--- src/rtl/div_pkg.sv ---
// Shared definitions for the sequential divider: FSM encoding, counter sizing
// and the divide-by-zero quotient pattern.
package div_pkg;

  typedef enum logic [1:0] {
    IDLE = 2'd0,
    CALC = 2'd1,
    FIX  = 2'd2,
    DONE = 2'd3
  } div_state_t;

  // Iteration counter must hold 0..WIDTH-1; WIDTH+1 keeps WIDTH a power of two safe.
  function automatic int cnt_w(input int w);
    return $clog2(w + 1);
  endfunction

  // Sliced down to WIDTH at the point of use (WIDTH <= 32).
  localparam logic [31:0] DBZ_QUOT = 32'hFFFF_FFFF;

endpackage

--- src/rtl/div_sign_fix.sv ---
// Combinational conditional two's-complement negate; used for operand
// magnitudes on entry and for applying result signs in FIX.
module div_sign_fix #(
  parameter int WIDTH = 16
) (
  input  logic [WIDTH-1:0] val,
  input  logic             neg,
  output logic [WIDTH-1:0] res
);

  assign res = neg ? (~val + WIDTH'(1)) : val;

endmodule

--- src/rtl/seq_divider.sv ---
// Multi-cycle non-restoring divider, one quotient bit per clock, with
// optional signed mode (truncating toward zero) and divide-by-zero flag.
import div_pkg::*;

module seq_divider #(
  parameter int WIDTH     = 16,
  parameter int SIGNED_EN = 1
) (
  input  logic             clk,
  input  logic             rst,
  input  logic             start,
  input  logic             is_signed,
  input  logic [WIDTH-1:0] dividend,
  input  logic [WIDTH-1:0] divisor,
  output logic             busy,
  output logic             done,
  output logic [WIDTH-1:0] quotient,
  output logic [WIDTH-1:0] remainder,
  output logic             div_by_zero
);

  localparam int CW = cnt_w(WIDTH);

  div_state_t       state, state_nx;
  logic [CW-1:0]    cnt;
  logic [WIDTH:0]   a_q;      // partial remainder, sign in MSB
  logic [WIDTH-1:0] q_q;      // dividend magnitude shifting out, quotient shifting in
  logic [WIDTH:0]   m_q;      // divisor magnitude
  logic             sign_q, sign_r;

  logic             mode, dvd_neg, dsr_neg, dsr_zero;
  logic [WIDTH-1:0] dvd_mag;
  logic [WIDTH:0]   dsr_ext, dsr_mag;
  logic [WIDTH:0]   a_sh, a_nx;
  logic [WIDTH-1:0] rem_mag, quo_res, rem_res;

  // Constant-folds the signed path away when SIGNED_EN is 0.
  assign mode     = (SIGNED_EN != 0) & is_signed;
  assign dvd_neg  = mode & dividend[WIDTH-1];
  assign dsr_neg  = mode & divisor[WIDTH-1];
  assign dsr_zero = (divisor == '0);
  assign dsr_ext  = {dsr_neg, divisor};

  // A WIDTH-bit negate of the most-negative value yields the right magnitude
  // when read unsigned, so the dividend needs no extra bit.
  div_sign_fix #(.WIDTH(WIDTH))   u_dvd_abs (.val(dividend), .neg(dvd_neg), .res(dvd_mag));
  div_sign_fix #(.WIDTH(WIDTH+1)) u_dsr_abs (.val(dsr_ext),  .neg(dsr_neg), .res(dsr_mag));

  assign a_sh = {a_q[WIDTH-1:0], q_q[WIDTH-1]};
  assign a_nx = a_q[WIDTH] ? (a_sh + m_q) : (a_sh - m_q);

  // Restore step: a negative partial remainder is one divisor short.
  assign rem_mag = a_q[WIDTH-1:0] + (a_q[WIDTH] ? m_q[WIDTH-1:0] : '0);

  div_sign_fix #(.WIDTH(WIDTH)) u_quo_sgn (.val(q_q),     .neg(sign_q), .res(quo_res));
  div_sign_fix #(.WIDTH(WIDTH)) u_rem_sgn (.val(rem_mag), .neg(sign_r), .res(rem_res));

  always_ff @(posedge clk) begin
    if (rst) state <= IDLE;
    else     state <= state_nx;
  end

  always_comb begin
    state_nx = state;
    case (state)
      IDLE:    if (start) state_nx = dsr_zero ? DONE : CALC;
      CALC:    if (cnt == CW'(WIDTH-1)) state_nx = FIX;
      FIX:     state_nx = DONE;
      DONE:    state_nx = IDLE;
      default: state_nx = IDLE;
    endcase
  end

  assign busy = (state != IDLE);
  assign done = (state == DONE);

  always_ff @(posedge clk) begin
    if (rst) begin
      cnt         <= '0;
      a_q         <= '0;
      q_q         <= '0;
      m_q         <= '0;
      sign_q      <= 1'b0;
      sign_r      <= 1'b0;
      quotient    <= '0;
      remainder   <= '0;
      div_by_zero <= 1'b0;
    end else begin
      case (state)
        IDLE: if (start) begin
          cnt    <= '0;
          a_q    <= '0;
          q_q    <= dvd_mag;
          m_q    <= dsr_mag;
          sign_q <= dvd_neg ^ dsr_neg;
          sign_r <= dvd_neg;
          if (dsr_zero) begin
            quotient    <= DBZ_QUOT[WIDTH-1:0];
            remainder   <= dividend;
            div_by_zero <= 1'b1;
          end else begin
            div_by_zero <= 1'b0;
          end
        end
        CALC: begin
          a_q <= a_nx;
          q_q <= {q_q[WIDTH-2:0], ~a_nx[WIDTH]};
          cnt <= cnt + CW'(1);
        end
        FIX: begin
          quotient  <= quo_res;
          remainder <= rem_res;
        end
        default: ;
      endcase
    end
  end

endmodule

--- config.mk ---
export PLATFORM = sky130hd
export DESIGN_NAME = seq_divider
export DESIGN_NICKNAME = d
export VERILOG_FILES = /design/src/rtl/div_pkg.sv /design/src/rtl/div_sign_fix.sv /design/src/rtl/seq_divider.sv
export SDC_FILE = /design/constraint.sdc
export NUM_CORES = 1
export LEC_CHECK = 0
export ABC_AREA = 1
export CAP_MARGIN = 20
export CORE_MARGIN = 2
export CORE_UTILIZATION = 53
export CTS_CLUSTER_DIAMETER = 150
export DETAILED_ROUTE_END_ITERATION = 7
export PLACE_DENSITY_LB_ADDON = 0.12
export REMOVE_ABC_BUFFERS = 1
export SYNTH_ARGS = -nofsm -noshare
export SYNTH_HDL_FRONTEND = slang
export SYNTH_SLANG_ARGS = --single-unit
--- constraint.sdc ---
create_clock -name clk -period 2.65 [get_ports clk]
set_clock_uncertainty 0.15 [all_clocks]
set_input_delay 0.53 -clock clk [delete_from_list [all_inputs] [get_ports clk]]
set_output_delay 0.53 -clock clk [all_outputs]
set_load 0.01 [all_outputs]
==> impl_metrics.json <==
{
  "status": "complete, but fails checks",
  "violations": "setup timing",
  "place.gp.congestion": 0.948,
  "rows": 42,
  "crit_arrival_ps": 2990,
  "grt_max_degree": 51,
  "finalCritPeriodShare_pct": 110,
  "io_buffers": 70,
  "io_pins": 71,
  "final_antenna_net_count": 0,
  "p_leak_nw": 4.53,
  "hold_violations": 0,
  "dp.cells": 1436,
  "first_global_vias": 7265,
  "synth_top_cell_area_share_pct": 26.2,
  "ys_seq_elements": 92,
  "core_area_sq_um": 13100,
  "setup_viol": 10,
  "grt_first_pass_wirelength_um": 34600,
  "synth_edf_count": 0,
  "fp.dieW_um": 119,
  "clock_sinks": 92,
  "worst_pin_slew_ps": 570,
  "regArea_sq_um": 1850,
  "synthCells": 1110,
  "max_freq_mhz": 342,
  "dpl_cell_area_sq_um": 8730,
  "fin_cells": 1472,
  "reg2regPathDepth": 20,
  "drive_gt1_share_pct": 25.0,
  "cp-end-kind": "register",
  "critPathLaunchType": "register",
  "ir_worst_vdd_mv": 0.648,
  "yosysMostFrequentCell": "nand2_1",
  "drv_cap": 0,
  "htreeDepth": 3,
  "nets": 1371,
  "holdPathStages": 2,
  "path_clk_slew_ps": 60,
  "diodes": 0,
  "dieHeight_um": 119,
  "clockBufferDepth": 2,
  "cts_buffers": 9,
  "first_pass_iters": 6,
  "syn2layout_area_growth_pct": 40.3,
  "grt_overflow": 0,
  "cts_tree": "yes",
  "track_usage_pct": 29.9,
  "fp.dieArea_sq_um": 14200,
  "antenna_found_initial": 0,
  "postRouteWirelength_um": 21700,
  "root_buffer": "clkbuf_16",
  "worstPathRequired_ps": 2720,
  "period_minus_slack_ps": 2920,
  "routed_via_density": 5.48,
  "clk_latency_ps": 350,
  "initial_core_util_pct": 53.8,
  "drc": 0,
  "synth_ff_type": "dfxtp_1",
  "fill_cells": 998,
  "synth_common_cells": "252 x nand2_1, 147 x a21oi_1, 132 x inv_1",
  "wl_per_cell_um": 14.7,
  "seq_area_frac_synth_pct": 26.2,
  "cp_max_fo": 3,
  "vias": 8070,
  "utilization_pct": 75.5,
  "powerDensity_nw_per_um2": 1160,
  "hold_slack_ps": 299,
  "final_cell_area_sq_um": 9880,
  "hold_path.class": "reg2reg",
  "yosys.area.top_type": "dfxtp_1",
  "synth_area_leaders": "dfxtp_1 26%, nand2_1 13%, a21oi_1 10%",
  "drv_slew": 0,
  "dp_hpwl_um": 15700,
  "drt_iter0_drc": 619,
  "slew_headroom_pct": 61.8,
  "holdBufCountCts": 0,
  "multi_input_area_sq_um": 5130,
  "rsz0062_at_grt": "yes",
  "setup_slack_ps": -274,
  "criticalPathCategory": "reg2reg",
  "synthesis.area_sq_um": 7040,
  "synthDistinctLibCells": 42,
  "p_total_mw": 11.5,
  "ys_async_sr_fraction_pct": 0,
  "avgSynthCellArea_sq_um": 6.34,
  "yosys_warnings": 0
}
[where the power goes]
part,internal [mW],switching [mW],total [mW]
combinational,3.51,4.41,7.92
sequential,1.78,0.393,2.17
clock,0.777,0.593,1.37
[what timing repair did]
item,in CTS,in global routing
gates resized for setup,51,131
pin swaps,28,63
cloned,0,0
endpoints found under the setup margin,15,38
setup buffers,9,13
[registers in the layout (all words and copies together) (netlist names)]
register	flops
remainder	16
state	2
quotient	16
sign_q	1
q_q	16
a_q	17
cnt	5
sign_r	1
m_q	17
div_by_zero	1
[layer usage]
metal	wire, um	up-vias	GRT usage, %
met2	9950	308	47.5
met5	0	-	0
met1	9780	3660	41.0
met4	462	0	10.3
li1	-	4060	-
met3	1520	42	4.79
[cells in the final DEF, fill, tap and decap left out, types with 4 or more instances in the layout]
master / n
a21oi_1: 122
a21oi_2: 25
a31oi_1: 12
buf_4: 125
buf_6: 10
clkbuf_16: 9
clkdlybuf4s50_1: 70
dfxtp_1: 88
ha_1: 31
ha_4: 10
inv_1: 120
inv_2: 18
nand2_1: 224
nand2_2: 33
nand2_4: 9
nand3_1: 39
nand3_2: 19
nand3b_1: 6
nand4_1: 9
nor2_1: 59
nor2_2: 10
nor2_4: 9
nor3_1: 19
nor3_2: 6
o211ai_1: 15
o21ai_0: 90
o21ai_1: 10
o21ai_2: 8
o221ai_1: 4
or2_2: 6
xnor2_1: 6
xor2_1: 29
[per-stage QoR]
step	setup TNS (ps)	setup slack, ps
finish	-841	-274
global route	-3190	-426
CTS	-1150	-339
detailed placement	-5550	-540
global placement	-2800	-383
floorplan	-1270	-176
[path summary, 6_finish.rpt]
check | from | to | slack [ps]
min | m_q[16] | m_q[16] | 300
max reg2reg | m_q[0] | q_q[0] | -270
min reg2reg | m_q[16] | m_q[16] | 300
max | m_q[0] | q_q[0] | -270
[worst max-delay path, stage by stage, from the launching register on]
cell and delay [ps]:
dfxtp_2 320, inv_2 60, nand3_2 90, nor2_1 110
nand3_1 110, nor3_2 160, nand2_1 110, nor3_2 160
nor2_1 90, xor2_1 150, ha_1 310, a21oi_2 170
o21bai_1 100, a21oi_2 120, o21ai_1 80, a21oi_2 150
inv_1 80, nand3_2 60, nand3_2 80, nand2_1 100
a21oi_2 50
[cell type report]
type	count	share of cell area, %
clock buffer	10	2.42
clock inverter	6	0.836
inverter	141	5.36
multi-input combinational	838	51.9
sequential	92	18.7
tap	176	2.23
timing repair buffer	209	18.5
[cell families after synthesis]
family                   synth area share [%]
AO/OA/AOI/OAI                            23.4
XOR/XNOR                                 4.73
adder cells (fa/ha/maj)                  8.03
buffers and inverters                    9.81
flip-flops                               26.2
AND/OR/NAND/NOR                          27.9
Note: power is estimated with default switching activity, not from simulation.
